## src/rtl/mul_sequencer_if.sv

```systemverilog
// Execute-stage MUL handshake bundle between the pipeline (master) and the
// multi-cycle multiply sequencer (slave).
`timescale 1ns/1ps
interface mul_sequencer_if #(
    parameter int WIDTH = 32
);
    logic             StartE;
    logic             AbortE;
    logic [WIDTH-1:0] SrcAE;
    logic [WIDTH-1:0] SrcBE;
    logic             StallMul;
    logic             MulDone;
    logic [WIDTH-1:0] MulResult;
    logic [1:0]       BusyState;

    // Start is accepted only in IDLE with no abort; MulDone is a one-cycle
    // valid for MulResult, and StallMul holds the pipeline until then.
    modport master (
        output StartE, AbortE, SrcAE, SrcBE,
        input  StallMul, MulDone, MulResult, BusyState
    );

    modport slave (
        input  StartE, AbortE, SrcAE, SrcBE,
        output StallMul, MulDone, MulResult, BusyState
    );
endinterface

```

## src/rtl/mul_sequencer.sv

```systemverilog
// Iterative shift-add multiplier for MUL in Execute: consumes BITS_PER_CYCLE
// multiplier bits per BUSY cycle and stalls the pipeline until DONE.
`timescale 1ns/1ps
module mul_sequencer #(
    parameter int WIDTH          = 32,
    parameter int BITS_PER_CYCLE = 4
) (
    input  logic            clk,
    input  logic            rst_n,
    mul_sequencer_if.slave  bus
);
    localparam int N     = WIDTH / BITS_PER_CYCLE;
    localparam int CNT_W = (N > 1) ? $clog2(N) : 1;

    typedef enum logic [1:0] {
        S_IDLE = 2'd0,
        S_BUSY = 2'd1,
        S_DONE = 2'd2
    } state_t;

    state_t             r_state;
    state_t             w_next_state;
    logic               w_accept;
    logic               w_final;
    logic [WIDTH-1:0]   r_a;
    logic [WIDTH-1:0]   r_b;
    logic [WIDTH-1:0]   r_acc;
    logic [WIDTH-1:0]   r_result;
    logic [CNT_W-1:0]   r_cnt;
    logic [WIDTH-1:0]   w_acc_next;

    always_ff @(posedge clk) begin
        if (!rst_n) begin
            r_state <= S_IDLE;
        end else begin
            r_state <= w_next_state;
        end
    end

    always_comb begin
        w_next_state = r_state;
        w_accept     = 1'b0;
        w_final      = 1'b0;
        case (r_state)
            S_IDLE: begin
                if (bus.StartE && !bus.AbortE) begin
                    w_accept     = 1'b1;
                    w_next_state = S_BUSY;
                end
            end
            S_BUSY: begin
                // Abort takes priority even over the final iteration.
                if (bus.AbortE) begin
                    w_next_state = S_IDLE;
                end else if (r_cnt == CNT_W'(N - 1)) begin
                    w_final      = 1'b1;
                    w_next_state = S_DONE;
                end
            end
            S_DONE: begin
                w_next_state = S_IDLE;
            end
            default: begin
                w_next_state = S_IDLE;
            end
        endcase
    end

    // One iteration: add the shifted multiplicand for each set multiplier bit.
    always_comb begin
        w_acc_next = r_acc;
        for (int k = 0; k < BITS_PER_CYCLE; k++) begin
            if (r_b[k]) begin
                w_acc_next = w_acc_next + (r_a << k);
            end
        end
    end

    always_ff @(posedge clk) begin
        if (!rst_n) begin
            r_a      <= '0;
            r_b      <= '0;
            r_acc    <= '0;
            r_cnt    <= '0;
            r_result <= '0;
        end else if (w_accept) begin
            r_a   <= bus.SrcAE;
            r_b   <= bus.SrcBE;
            r_acc <= '0;
            r_cnt <= '0;
        end else if (r_state == S_BUSY && !bus.AbortE) begin
            r_acc <= w_acc_next;
            r_a   <= r_a << BITS_PER_CYCLE;
            r_b   <= r_b >> BITS_PER_CYCLE;
            r_cnt <= r_cnt + CNT_W'(1);
            if (w_final) begin
                r_result <= w_acc_next;
            end
        end
    end

    assign bus.StallMul  = w_accept || (r_state == S_BUSY);
    assign bus.MulDone   = (r_state == S_DONE);
    assign bus.MulResult = r_result;
    assign bus.BusyState = r_state;
endmodule

```

## src/flat_wrapper.sv

```systemverilog
// flat-port wrapper written by rule: the top's interface ports become plain ports
module mul_sequencer_flat 
#(
    parameter int WIDTH          = 32,
    parameter int BITS_PER_CYCLE = 4
)
  (clk, rst_n, bus_StartE, bus_AbortE, bus_SrcAE, bus_SrcBE, bus_StallMul, bus_MulDone, bus_MulResult, bus_BusyState);
  mul_sequencer_if #(.WIDTH(WIDTH)) bus_i ();
  input  logic clk;
  input  logic rst_n;
  input wire logic [$bits(bus_i.StartE)-1:0] bus_StartE;
  input wire logic [$bits(bus_i.AbortE)-1:0] bus_AbortE;
  input wire logic [$bits(bus_i.SrcAE)-1:0] bus_SrcAE;
  input wire logic [$bits(bus_i.SrcBE)-1:0] bus_SrcBE;
  output wire logic [$bits(bus_i.StallMul)-1:0] bus_StallMul;
  output wire logic [$bits(bus_i.MulDone)-1:0] bus_MulDone;
  output wire logic [$bits(bus_i.MulResult)-1:0] bus_MulResult;
  output wire logic [$bits(bus_i.BusyState)-1:0] bus_BusyState;
  assign bus_i.StartE = bus_StartE;
  assign bus_i.AbortE = bus_AbortE;
  assign bus_i.SrcAE = bus_SrcAE;
  assign bus_i.SrcBE = bus_SrcBE;
  assign bus_StallMul = bus_i.StallMul;
  assign bus_MulDone = bus_i.MulDone;
  assign bus_MulResult = bus_i.MulResult;
  assign bus_BusyState = bus_i.BusyState;
  mul_sequencer #(.WIDTH(WIDTH), .BITS_PER_CYCLE(BITS_PER_CYCLE)) u_core (.clk(clk), .rst_n(rst_n), .bus(bus_i));
endmodule
```

## config.mk

```make
export PLATFORM = sky130hd
export DESIGN_NAME = mul_sequencer_flat
export DESIGN_NICKNAME = d
export VERILOG_FILES = /design/src/rtl/mul_sequencer_if.sv /design/src/rtl/mul_sequencer.sv /design/src/flat_wrapper.sv
export SDC_FILE = /design/constraint.sdc
export NUM_CORES = 1
export LEC_CHECK = 0
export ABC_AREA = 1
export CORE_MARGIN = 1
export CORE_UTILIZATION = 43
export CTS_BUF_LIST = sky130_fd_sc_hd__clkbuf_4
export DETAILED_ROUTE_END_ITERATION = 10
export HOLD_SLACK_MARGIN = 0.05
export REMOVE_ABC_BUFFERS = 1
export SLEW_MARGIN = 30
export SYNTH_ARGS = -nofsm -noshare
export SYNTH_HDL_FRONTEND = slang
export SYNTH_SLANG_ARGS = --single-unit
```

## constraint.sdc

```tcl
create_clock -name clk -period 11.05 [get_ports clk]
set_input_delay 2.21 -clock clk [delete_from_list [all_inputs] [get_ports clk]]
set_output_delay 2.21 -clock clk [all_outputs]
set_load 0.02 [all_outputs]
```

# After elaboration in Yosys (flattened, before gate mapping)
# Index checks and enable logic that the tools add are counted.
dict set report totals {
  regBits 133
  wordCells 44
  in_bits 68
}
dict set report classes {
  n_addsub 5
  muxes 17
  bitwise_logic 2
  reduce_logical 9
  eq_ne 5
}
# op count
set op_table {}
lappend op_table {{$mux W32} 8}
lappend op_table {{$add A32 B32 Y32} 4}
lappend op_table {{$mux W2} 3}
lappend op_table {{$mux W1} 5}
lappend op_table {{$pmux W2 S2} 1}
lappend op_table {{$add A3 B1 Y3 const B} 1}
lappend op_table {{$eq A3 B3 Y1 const B} 1}
lappend op_table {{$ne A3 B2 Y1 const B} 1}
lappend op_table {{$reduce_and A3 Y1} 1}
lappend op_table {{$eq A2 B1 Y1 const B} 1}
lappend op_table {{$eq A2 B2 Y1 const B} 1}
lappend op_table {{$logic_and A1 B1 Y1} 2}
lappend op_table {{$logic_not A2 Y1} 1}
lappend op_table {{$ne A2 B1 Y1 const B} 1}
lappend op_table {{$not A1 Y1} 2}
lappend op_table {{$reduce_and A2 Y1} 1}
lappend op_table {{$reduce_bool A2 Y1} 1}
lappend op_table {{$reduce_or A2 Y1} 1}
lappend op_table {{$logic_not A1 Y1} 1}
lappend op_table {{$logic_or A1 B1 Y1} 1}

# Depth between registers and ports, before layout
dict set report depth {
  word_depth 8
  ltp_mapped 51
}

# Worst setup path before layout
# Ideal clock, no wire load.
dict set report synth_timing {
  kind {register to register}
  start {reg u_core.r_a[0]}
  end {reg u_core.r_result[31] (netlist: u_core.bus.MulResult[31])}
  arrival_time_ns 5.818
  required_ns 10.980
  synth_period_minus_slack_ns 5.888
  path_stages_with_launch 47
  slack_ns 5.162
  path_cell_list {dfxtp_1 -> ha_1 -> fa_1 -> nand2_1 -> nand2_1 -> o21ai_2 -> inv_1 -> nand2_1 -> nand2_1 -> nand2_1 -> nand2_1 -> nand2_1 -> nand3_1 -> o21ai_0 -> inv_1 -> ha_1 -> nand2_1 -> nor2_1 -> [... 11 more ...] -> nand3_1 -> a21oi_1 -> xor2_1 -> nand2_1 -> and2_1 -> ha_1 -> nand2_1 -> nor2_1 -> inv_1 -> nor4_1 -> nand4_1 -> nand2_1 -> nor2_1 -> nor2_1 -> inv_1 -> nand3_1 -> nand2_1 -> a21oi_1}
}
dict set report synth_between {
  elab_chain_cells 8
}
# element line
set synth_rtl {}
lappend synth_rtl {{start, declared} mul_sequencer.sv:25} ;# logic [WIDTH-1:0] r_a;
lappend synth_rtl {{start signal, assigned} mul_sequencer.sv:87} ;# r_a <= bus.SrcAE;
lappend synth_rtl {{start signal, assigned} mul_sequencer.sv:93} ;# r_a <= r_a << BITS_PER_CYCLE;
lappend synth_rtl {{$add A32 B32 Y32} mul_sequencer.sv:74} ;# w_acc_next = w_acc_next + (r_a << k);
lappend synth_rtl {{$mux W32} mul_sequencer.sv:73} ;# if (r_b[k]) begin
lappend synth_rtl {{$add A32 B32 Y32} mul_sequencer.sv:74}
lappend synth_rtl {{$mux W32} mul_sequencer.sv:73}
lappend synth_rtl {{$add A32 B32 Y32} mul_sequencer.sv:74}
lappend synth_rtl {{$mux W32} mul_sequencer.sv:73}
lappend synth_rtl {{$add A32 B32 Y32} mul_sequencer.sv:74}
lappend synth_rtl {{$mux W32 *} mul_sequencer.sv:73}
lappend synth_rtl {{end signal, assigned} mul_sequencer.sv:97} ;# r_result <= w_acc_next;
lappend synth_rtl {{end, declared} mul_sequencer.sv:28} ;# logic [WIDTH-1:0] r_result;
# Every way passes the cells marked *; elsewhere a longest branch is shown, timed or not.
# A chain may end at the register's enable or synchronous reset.

# Final worst setup path
dict set report layout_timing {
  start {reg u_core.r_a[9]}
  end {reg u_core.r_acc[31]}
}
dict set report layout_between {
  elab_chain_cells 8
}
# element line
set layout_rtl {}
lappend layout_rtl {{$add A32 B32 Y32} mul_sequencer.sv:74}
lappend layout_rtl {{$mux W32} mul_sequencer.sv:73}
lappend layout_rtl {{$add A32 B32 Y32} mul_sequencer.sv:74}
lappend layout_rtl {{$mux W32} mul_sequencer.sv:73}
lappend layout_rtl {{$add A32 B32 Y32} mul_sequencer.sv:74}
lappend layout_rtl {{$mux W32} mul_sequencer.sv:73}
lappend layout_rtl {{$add A32 B32 Y32} mul_sequencer.sv:74}
lappend layout_rtl {{$mux W32 *} mul_sequencer.sv:73}
lappend layout_rtl {{end signal, assigned} mul_sequencer.sv:92} ;# r_acc <= w_acc_next;
lappend layout_rtl {{end, declared} mul_sequencer.sv:27} ;# logic [WIDTH-1:0] r_acc;
# Marks and branches as above.

==> out/qor.txt <==
Post-route ant nets = 0
Cts hold-fix bufs = 0
Yosys warns = 0
Worst-Skew Late Latency = 0.62 ns
CP arrival = 8.38 ns
Max cap viols = 0
Yosys reg bits = 133
Slowest-stage cell, CP = dfxtp_1
Peak supply drop = 0.0000645 V
I/O pin count = 104
Final setup vio count = 0
Fin nets = 2,653
Via count = 15,730
Worst Setup EP = u_core.r_acc[31]
Final setup TNS = 0 ns
Top FF cell, synth = dfxtp_1
DRC violations left = 0
Postcts setup bufs = 0
FFs w/ async S/R, synth = 0
First-pass GRT wire length = 84,100 um
Clk_skew = 0.0235 ns
Crit path largest cell delay = 0.61 ns
Required time worst endpoint = 11.53 ns
Slew headroom = 0.326
Fin crit share = 0.715
F_max = 127 MHz
Leak = 7.64 nW
CP Capture Type = flop
Worst R2R End = u_core.r_acc[31]
Max Fanout on Critical Path = 6
Post-layout util = 0.489
CTS buffer count = 17
Final WL = 54,400 um
RSZ-0062 raised after global routing = false
Worst reg-to-reg setup slack = 3.15 ns
Layout cells sized above 1 = 0.0528
Startpoint class of the critical path = flop
Status = complete, no violations
Initial core utilization = 0.437
Root Driver = clkbuf_4
Critical path depth in cells = 43
Clock Sinks = 133
Reg2reg start = u_core.r_a[9]
IO Port Bufs = 103
Post-synthesis sequential area ratio = 0.187
Unique masters post-synth = 46
Most frequent CP cell = nand2_1
Post-Syn Area per Cell = 5.96 um2
Worst-Margin Slew = 1.01 ns
Slew Limit Fails = 0
Drt wl/cell = 18.7 um
Pre-CTS setup slack = 3.32 ns
Core region area = 32,500 um2
First drt pass iteration count = 5
Crit path launch = u_core.r_a[9]
Syn Inst Count = 2,387
Vias in the first global route = 15,113
Drt initial violations = 1,208
Delay-heaviest family, CP = simple AND/OR/NAND/NOR gates
Post-Syn Area = 14,200 um2
Post-DP HPWL = 43,400 um
Final Wtd Congestion = 1.00
Hold Path Class = flop to flop
Buf/Inv on CP = 4
Worst setup margin = 3.15 ns
Area growth from synthesis to layout = 11.9%
Post-DR vias/cell = 5.41
Largest net degree at the start of global routing = 81
GRT overflow = 0
Cell area power density = 80.6 nW/um2
Initial antenna violation count = 1
Fin. Hold Viols = 0
TritonCTS clock tree = built
H-tree depth = 4
Maximum clock path buffer count = 2
Gr usage total = 0.328
WS Path Type = flop to flop
DIE AREA = 33,800 um2
R2r worst-path depth = 43
Post-cts gate resize count = 0
Worst-path clk slew = 0.13 ns
Row Count = 66
Die W = 184 um
Post-synth EDFFs = 0
Chip height = 184 um
Fin crit period = 7.90 ns
[registers in the layout, indices dropped and copies added, names as in the netlist]
| signal | flops |
|---|---|
| u_core.bus.BusyState | 2 |
| u_core.bus.MulResult | 32 |
| u_core.r_a | 32 |
| u_core.r_cnt | 3 |
| u_core.r_b | 32 |
| u_core.r_acc | 32 |
[per-stage QoR]
stage / std cells / total power, W / instance area [um2] / hold slack, ns
after floorplan: 2316 / 0.000767 / 13900 / 0.441
after global placement: 2874 / 0.000892 / 15600 / 0.450
after detailed placement: 2874 / 0.000893 / 15600 / 0.455
after CTS: 2905 / 0.00128 / 15900 / 0.474
after global routing: 2906 / 0.00135 / 15900 / 0.500
final: 2906 / 0.00128 / 15900 / 0.471
[cell type report]
type | count | area (um2)
repair buffers | 116 | 1130
fillers | 3636 | 16600
multi-input cells | 1914 | 10200
clock inverters | 13 | 183
inverters | 269 | 1010
well taps | 442 | 553
flip-flops and latches | 133 | 2660
clock buffers | 18 | 135
diodes | 1 | 2.50
[placed cells by master, fill, tap and decap left out, types with 11 or more instances in the layout]
master and count:
a21oi_1 150, o21ai_1 13, or2_2 11, nand4_1 17
clkdlybuf4s50_1 103, o21a_1 15, nand2_1 733, o21ai_0 71
o21bai_1 15, nand3_1 223, dfxtp_1 133, nor3_1 26
a31oi_1 59, buf_4 13, inv_1 264, ha_1 130
and2_1 29, xor2_1 29, nand2_2 20, nor2_1 234
xnor2_1 30, o21ai_2 21, a21o_1 16, clkbuf_4 18
[worst min-delay path by stage]
stage | startpoint | to | slack (ns) | cells past startpoint
3_3_place_gp | u_core.r_b[29] | u_core.r_b[29] | 0.45 | 2
2_1_floorplan | u_core.r_b[28] | u_core.r_b[28] | 0.44 | 2
6_report | u_core.r_b[29] | u_core.r_b[29] | 0.47 | 2
5_1_grt | u_core.r_cnt[1] | u_core.r_cnt[1] | 0.50 | 2
4_1_cts | u_core.r_b[31] | u_core.r_b[31] | 0.47 | 2
3_5_place_dp | u_core.r_b[29] | u_core.r_b[29] | 0.46 | 2
[tightest hold or removal path: stages, from the launching register on]
cell and delay, ns:
dfxtp_1 0.33, nand2_1 0.06, a21oi_1 0.05
[logic make-up (layout without fill, tap and decap cells)]
group                    count (synthesis)  after routing  share of synthesized area
AND/OR/NAND/NOR                       1331           1331                      0.397
XOR/XNOR                                59             59                     0.0363
buffers and inverters                  340            416                     0.0947
adder cells (fa/ha/maj)                134            134                      0.120
flip-flops                             133            133                      0.187
other                                    0              1                          0
AO/OA/AOI/OAI                          390            390                      0.165
[report_power, final]
part	internal (W)	switching (W)
combinational	0.000135	0.000235
sequential	0.000495	0.0000260
clock	0.000180	0.000210
[routing by layer]
metal,global-route usage,up-vias,share of wire
met5,0,-,0
met1,0.459,7154,0.47
met2,0.499,572,0.42
met3,0.0569,80,0.082
met4,0.122,0,0.034
li1,-,7924,-
[cells in the mapped netlist, types with 26 or more instances]
master,count,area share
nand2_1,733,0.19
inv_1,266,0.070
nor2_1,235,0.062
nand3_1,223,0.079
a21oi_1,150,0.053
dfxtp_1,133,0.19
ha_1,130,0.11
o21ai_0,71,0.025
a31oi_1,59,0.026
clkbuf_1,40,0.011
xnor2_1,30,0.018
and2_1,29,0.013
xor2_1,29,0.018
nor3_1,26,0.0092
(Power assumes the default switching activity.)
